File: src/rtl/tri_st_mult_boothenc_if.sv
// Operand offer and Booth row-group bus between the XU issue logic
// and the radix-4 Booth row array.
interface tri_st_mult_boothenc_if;
    logic        ex_val;
    logic        ex_rdy;
    logic        ex_flush;
    logic        ex_y_signed;
    logic        ex_x_signed;
    logic [0:31] ex_y;
    logic [0:31] ex_x;
    logic        row_hold;
    logic [0:3]  row_val;
    logic [0:3]  row_s_neg;
    logic [0:3]  row_s_x;
    logic [0:3]  row_s_x2;
    logic        row_sign_bit_adj;
    logic [0:31] row_x;
    logic [0:2]  row_grp;
    logic        row_last;

    modport master (
        output ex_val, ex_flush, ex_y_signed, ex_x_signed,
        output ex_y, ex_x, row_hold,
        input  ex_rdy, row_val, row_s_neg, row_s_x, row_s_x2,
        input  row_sign_bit_adj, row_x, row_grp, row_last
    );

    modport slave (
        input  ex_val, ex_flush, ex_y_signed, ex_x_signed,
        input  ex_y, ex_x, row_hold,
        output ex_rdy, row_val, row_s_neg, row_s_x, row_s_x2,
        output row_sign_bit_adj, row_x, row_grp, row_last
    );
endinterface

File: src/rtl/tri_st_mult_boothenc.sv
// Sequential radix-4 Booth encoder: emits 17 digits as five groups of
// four row selects, one group per cycle, with hold and flush.
module tri_st_mult_boothenc (
    input logic                   nclk,
    input logic                   rst_n,
    tri_st_mult_boothenc_if.slave bus
);
    typedef enum logic {IDLE = 1'b0, RUN = 1'b1} state_t;

    state_t      state_q, state_d;
    logic [2:0]  grp_q, grp_d;
    logic [34:0] ext_q, ext_d;
    logic [31:0] x_q, x_d;
    logic        sba_q, sba_d;
    logic [3:0]  val_q, val_d;
    logic [3:0]  neg_q, neg_d;
    logic [3:0]  sx_q, sx_d;
    logic [3:0]  sx2_q, sx2_d;
    logic        last_q, last_d;
    logic        rdy;
    logic        accept;
    logic [4:0]  dig;
    logic [2:0]  trip;

    assign rdy = rst_n & ~bus.ex_flush &
                 ((state_q == IDLE) |
                  ((state_q == RUN) & (grp_q == 3'd4) & ~bus.row_hold));
    assign accept = bus.ex_val & rdy;

    always_ff @(posedge nclk) begin
        if (!rst_n) begin
            state_q <= IDLE;
            grp_q   <= '0;
            ext_q   <= '0;
            x_q     <= '0;
            sba_q   <= 1'b0;
            val_q   <= '0;
            neg_q   <= '0;
            sx_q    <= '0;
            sx2_q   <= '0;
            last_q  <= 1'b0;
        end else begin
            state_q <= state_d;
            grp_q   <= grp_d;
            ext_q   <= ext_d;
            x_q     <= x_d;
            sba_q   <= sba_d;
            val_q   <= val_d;
            neg_q   <= neg_d;
            sx_q    <= sx_d;
            sx2_q   <= sx2_d;
            last_q  <= last_d;
        end
    end

    // Flush beats acceptance; acceptance at g=4 restarts without a bubble.
    always_comb begin
        state_d = state_q;
        grp_d   = grp_q;
        if (bus.ex_flush) begin
            state_d = IDLE;
            grp_d   = '0;
        end else if (accept) begin
            state_d = RUN;
            grp_d   = '0;
        end else if ((state_q == RUN) && !bus.row_hold) begin
            if (grp_q == 3'd4) begin
                state_d = IDLE;
                grp_d   = '0;
            end else begin
                grp_d = grp_q + 3'd1;
            end
        end
    end

    // ext holds y[-1..33] at bit k+1; outputs are precomputed for grp_d.
    always_comb begin
        ext_d  = ext_q;
        x_d    = x_q;
        sba_d  = sba_q;
        val_d  = '0;
        neg_d  = '0;
        sx_d   = '0;
        sx2_d  = '0;
        last_d = 1'b0;
        dig    = '0;
        trip   = '0;
        if (accept) begin
            ext_d[0]     = 1'b0;
            ext_d[32:1]  = bus.ex_y;
            ext_d[34:33] = {2{bus.ex_y_signed & bus.ex_y[0]}};
            x_d          = bus.ex_x;
            sba_d        = bus.ex_x_signed & bus.ex_x[0];
        end
        if (state_d == RUN) begin
            last_d = (grp_d == 3'd4);
            for (int r = 0; r < 4; r++) begin
                if ((grp_d != 3'd4) || (r == 0)) begin
                    dig  = {grp_d, 2'(r)};
                    trip = ext_d[{dig, 1'b0} +: 3];
                    val_d[2'(3 - r)] = 1'b1;
                    sx_d[2'(3 - r)]  = trip[1] ^ trip[0];
                    sx2_d[2'(3 - r)] = (trip[2] & ~trip[1] & ~trip[0]) |
                                       (~trip[2] & trip[1] & trip[0]);
                    neg_d[2'(3 - r)] = trip[2] & ~(trip[1] & trip[0]);
                end
            end
        end
    end

    assign bus.ex_rdy           = rdy;
    assign bus.row_val          = val_q;
    assign bus.row_s_neg        = neg_q;
    assign bus.row_s_x          = sx_q;
    assign bus.row_s_x2         = sx2_q;
    assign bus.row_sign_bit_adj = sba_q;
    assign bus.row_x            = x_q;
    assign bus.row_grp          = grp_q;
    assign bus.row_last         = last_q;
endmodule

File: src/flat_wrapper.sv
// flat-port wrapper written by rule: the top's interface ports become plain ports
module tri_st_mult_boothenc_flat 
  (nclk, rst_n, bus_ex_val, bus_ex_flush, bus_ex_y_signed, bus_ex_x_signed, bus_ex_y, bus_ex_x, bus_row_hold, bus_ex_rdy, bus_row_val, bus_row_s_neg, bus_row_s_x, bus_row_s_x2, bus_row_sign_bit_adj, bus_row_x, bus_row_grp, bus_row_last);
  tri_st_mult_boothenc_if bus_i ();
  input logic nclk;
  input logic rst_n;
  input wire logic [$bits(bus_i.ex_val)-1:0] bus_ex_val;
  input wire logic [$bits(bus_i.ex_flush)-1:0] bus_ex_flush;
  input wire logic [$bits(bus_i.ex_y_signed)-1:0] bus_ex_y_signed;
  input wire logic [$bits(bus_i.ex_x_signed)-1:0] bus_ex_x_signed;
  input wire logic [$bits(bus_i.ex_y)-1:0] bus_ex_y;
  input wire logic [$bits(bus_i.ex_x)-1:0] bus_ex_x;
  input wire logic [$bits(bus_i.row_hold)-1:0] bus_row_hold;
  output wire logic [$bits(bus_i.ex_rdy)-1:0] bus_ex_rdy;
  output wire logic [$bits(bus_i.row_val)-1:0] bus_row_val;
  output wire logic [$bits(bus_i.row_s_neg)-1:0] bus_row_s_neg;
  output wire logic [$bits(bus_i.row_s_x)-1:0] bus_row_s_x;
  output wire logic [$bits(bus_i.row_s_x2)-1:0] bus_row_s_x2;
  output wire logic [$bits(bus_i.row_sign_bit_adj)-1:0] bus_row_sign_bit_adj;
  output wire logic [$bits(bus_i.row_x)-1:0] bus_row_x;
  output wire logic [$bits(bus_i.row_grp)-1:0] bus_row_grp;
  output wire logic [$bits(bus_i.row_last)-1:0] bus_row_last;
  assign bus_i.ex_val = bus_ex_val;
  assign bus_i.ex_flush = bus_ex_flush;
  assign bus_i.ex_y_signed = bus_ex_y_signed;
  assign bus_i.ex_x_signed = bus_ex_x_signed;
  assign bus_i.ex_y = bus_ex_y;
  assign bus_i.ex_x = bus_ex_x;
  assign bus_i.row_hold = bus_row_hold;
  assign bus_ex_rdy = bus_i.ex_rdy;
  assign bus_row_val = bus_i.row_val;
  assign bus_row_s_neg = bus_i.row_s_neg;
  assign bus_row_s_x = bus_i.row_s_x;
  assign bus_row_s_x2 = bus_i.row_s_x2;
  assign bus_row_sign_bit_adj = bus_i.row_sign_bit_adj;
  assign bus_row_x = bus_i.row_x;
  assign bus_row_grp = bus_i.row_grp;
  assign bus_row_last = bus_i.row_last;
  tri_st_mult_boothenc u_core (.nclk(nclk), .rst_n(rst_n), .bus(bus_i));
endmodule
File: config.mk
export PLATFORM = sky130hd
export DESIGN_NAME = tri_st_mult_boothenc_flat
export DESIGN_NICKNAME = d
export VERILOG_FILES = /design/src/rtl/tri_st_mult_boothenc_if.sv /design/src/rtl/tri_st_mult_boothenc.sv /design/src/flat_wrapper.sv
export SDC_FILE = /design/constraint.sdc
export NUM_CORES = 1
export LEC_CHECK = 0
export CAP_MARGIN = 20
export CORE_MARGIN = 3
export CORE_UTILIZATION = 38
export DETAILED_ROUTE_END_ITERATION = 8
export GPL_ROUTABILITY_DRIVEN = 0
export MAX_ROUTING_LAYER = met4
export PLACE_DENSITY = 0.79
export SLEW_MARGIN = 25
export SYNTH_ARGS = -nofsm -noshare
export SYNTH_HDL_FRONTEND = slang
export SYNTH_SLANG_ARGS = --single-unit
File: constraint.sdc
create_clock -name nclk -period 2.6 [get_ports nclk]
set_clock_uncertainty 0.05 [all_clocks]
set_input_delay 0.78 -clock nclk [delete_from_list [all_inputs] [get_ports nclk]]
set_output_delay 0.78 -clock nclk [all_outputs]
set_load 0.1 [all_outputs]
==> run metrics <==
initial antenna violation count=0; Final min period=about 2.6 ns; Routed wire per std cell=13.4 um; Worst VDD drop=256 uV; kind of cell adding the most delay to the critical path=simple AND/OR/NAND/NOR gates; Setup Viol. Count Final=1; cell area after layout=4330 um2; hold bufs inserted after CTS=0; horizontal die dimension=92.8 um; detail-routed via count per cell=~4.8; type of the tightest min-delay check=flip-flop to flip-flop; vias in the first global route=~2600; flip-flop and latch count after synthesis=65; highest cell delay on the worst timing path=approximately 0.58 ns; WP depth=9; Primary FF master, synth=dfxtp_1; worst endpoint data arrival time=about 2.8 ns; static leakage=0.00175 uW; first-pass GRT wire length=12300 um; layout net count=around 550; clock group share of total power=0.310; Root Buffer=clkbuf_8; Worst Path Buf+Inv=2; path type of the worst setup path=input port to flip-flop; switching component of the power=between 600 and 700 uW; sequential fraction of the synthesis area=0.455; drt first-iter violations=~130; WL final=~7700 um; aggregate global-route resource usage=0.182; row cnt=31; relative contribution of combinational cells to total power=0.224; upper clock frequency limit=approximately 0.38 GHz; detailed-router iteration count before antenna repair=4; number of enable flip-flop cells after synthesis=0; area grow syn2layout=51.2%; flop2flop setup slack=0.02 ns; overall die height=a little over 90 um; Inserted Diodes=0; CP max-delay cell=or4_4; number of standard cells after synthesis=344; Final Max Tran Viols=0; clock latency reported for the late side of the worst-skew pair=approximately 0.33 ns; post-synthesis async set-or-reset flop share=0; critical hold path startpoint=u_core.bus.row_sign_bit_adj$_SDFFE_PN0N_; Internal Power=between 1500 and 2000 uW; worst flop-to-flop path startpoint=u_core.bus.row_grp[2]$_SDFF_PN0_; power density over the cells=between 500 and 600 nW/um2; Critical Path RT=2.79 ns; share of total power consumed by net switching=0.301; unrepaired setup endpoints after global routing=yes; R2R depth=9; number of vias in the routed layout=between 2000 and 3000; crit path setup slack, layout=-0.00244 ns; CTS sink cnt=65; starting utilization of the core area=0.392; summed instance area of the synthesized netlist=between 2000 and 3000 um2; run status=finished, violations left; peak fanout along the critical path=4; placed wire-length estimate=between 5000 and 6000 um; number of filler cells placed in the layout=around 670; count of max-cap constraint violations=0; proportion of layout cells with a drive suffix above 1=0.266; average cell area after synthesis=roughly 8.3 um2; number of hold violations in the final report=0; number of synthesis warnings=0; GR Overflow Total=0; count of antenna-violating nets left after detailed routing=0; largest net degree at the start of global routing=56; Netlist cell types=46; Buffers on Ports=roughly 100; cts bufs inserted=9; hold_ws=a little over 0.4 ns; endpoint of the worst hold-timing path=u_core.bus.row_sign_bit_adj$_SDFFE_PN0N_; part of the cycle the worst path needs=1.00; violated checks=setup timing; number of levels the H-tree was split into=3; worst hold path stage count=2; share of power burned in registers=0.466; series of cell instances along the critical path=clkbuf_2 -> or4b_4 -> o22ai_4 -> or2_4 -> buf_4 -> o22a_1 -> a32oi_1 -> or4_4 -> o31ai_2; category of the worst setup path launch point=input port; ports placed on the boundary=~130; area inside the core boundary=between 7000 and 8000 um2; Crit. End Element=flip-flop; clock tree from TritonCTS=done; die area=8600 um2; capture point of the worst reg-to-reg path=u_core.bus.row_s_x2[3]$_SDFF_PN0_; Post-route DRC=0; Clock Pin Slew Worst Setup and Hold Paths=about 0.060 ns; Max Buffers Root-to-Sink=2; instance area after placement=around 4000 um2
## cell usage after synthesis, types with 3 or more instances
master / count / share of area
inv_1: 6 / 0.0079
buf_4: 9 / 0.024
o21ai_0: 4 / 0.0070
ha_1: 3 / 0.013
nand2b_1: 3 / 0.0066
nor3_1: 4 / 0.0070
nand2_1: 109 / 0.14
nor2_1: 8 / 0.010
a21boi_0: 53 / 0.14
a21oi_1: 10 / 0.017
o221ai_1: 4 / 0.012
a21o_1: 3 / 0.0079
clkbuf_1: 18 / 0.024
o31ai_1: 5 / 0.013
dfxtp_1: 65 / 0.45
## cell type report
type	count	area (um2)	area share
tap	99	124	0.0286
inverter	6	22.5	0.00521
sequential	65	1310	0.303
timing repair buffer	140	1210	0.280
multi-input combinational	250	1510	0.348
clock inverter	1	5.00	0.00116
clock buffer	12	145	0.0336
## flip-flops by register name, summed over array words and instances (netlist names)
| signal | cells |
|---|---|
| u_core.bus.row_val | 1 |
| u_core.bus.row_s_neg | 2 |
| u_core.state_q | 1 |
| u_core.bus.row_grp | 3 |
| u_core.bus.row_x | 32 |
| u_core.bus.row_s_x2 | 2 |
| u_core.bus.row_sign_bit_adj | 1 |
| u_core.bus.row_last | 1 |
| u_core.bus.row_s_x | 2 |
| u_core.ext_q | 20 |
## cells by family (layout without fill, tap and decap cells)
logic type | after synthesis | after routing | synth area share
flops | 65 | 65 | 0.455
xor+xnor | 1 | 1 | 0.00306
compound gates | 89 | 89 | 0.231
fa+ha+maj | 3 | 3 | 0.0131
simple gates | 147 | 147 | 0.225
buf+inv | 36 | 159 | 0.0647
other cells | 1 | 8 | 0.00131
mux | 2 | 2 | 0.00744
## cells in the final DEF (no fill, tap or decap), types with 3 or more instances in the layout
cell type        count
o31ai_2              3
o221ai_1             3
clkbuf_8            10
nor2_1               6
buf_6                4
a21o_1               3
conb_1               8
o31ai_1              3
inv_1                6
dfxtp_1             61
buf_4               78
a21oi_1              9
clkdlybuf4s50_1     53
nor3_1               4
a21boi_0            53
nand2_1            108
## how the worst max path moves through the flow
stage,end,startpoint
after floorplan,u_core.bus.row_s_x[2]$_SDFF_PN0_,bus_row_hold
after global placement,u_core.bus.row_s_x[2]$_SDFF_PN0_,bus_row_hold
after detailed placement,u_core.bus.row_s_x[2]$_SDFF_PN0_,bus_row_hold
after CTS,bus_ex_rdy,bus_row_hold
after global routing,u_core.bus.row_s_x2[3]$_SDFF_PN0_,u_core.bus.row_grp[2]$_SDFF_PN0_
final,u_core.bus.row_s_x2[3]$_SDFF_PN0_,bus_ex_flush
## stage by stage
| step | utilization | power (uW) | setup TNS, ns | setup WS (ns) | std cells |
|---|---|---|---|---|---|
| global route | 0.593 | 2330 | -0.0958 | -0.0610 | 573 |
| floorplan | - | 1390 | -0.772 | -0.258 | 351 |
| CTS | 0.584 | 2260 | 0 | 0.0242 | 567 |
| detailed placement | 0.554 | 1550 | -12.95 | -0.652 | 552 |
| finish | 0.593 | 2240 | -0.00244 | -0.00244 | 573 |
| global placement | 0.554 | 1540 | -9.62 | -0.599 | 552 |
## layer usage
layer	share of wire	up-vias	wire (um)	global-route usage
met1	0.43	1251	3310	0.218
met5	0	-	0	-
met2	0.50	80	3830	0.293
met3	0.056	11	427	0.0447
met4	0.012	0	95	0.0769
li1	-	1386	-	-
## timing repair
item | 4_1_cts | 5_1_grt
resized for setup | 19 | 10
setup buffers | 3 | 6
pin swaps | 5 | 6
setup endpoints to repair | 7 | 5
## tightest hold or removal path, stage by stage (launching register included)
cell	delay, ns
dfxtp_1	0.31
nand2_1	0.05
a21boi_0	0.06
## power by group through the flow
stage / Clock (uW) / Combinational (uW) / Sequential (uW)
global route: 759 / 528 / 1050
finish: 693 / 500 / 1040
detailed placement: 0 / 484 / 1060
floorplan: 0 / 185 / 1200
global placement: 0 / 479 / 1060
CTS: 720 / 493 / 1040
(Power assumes the default switching activity.)
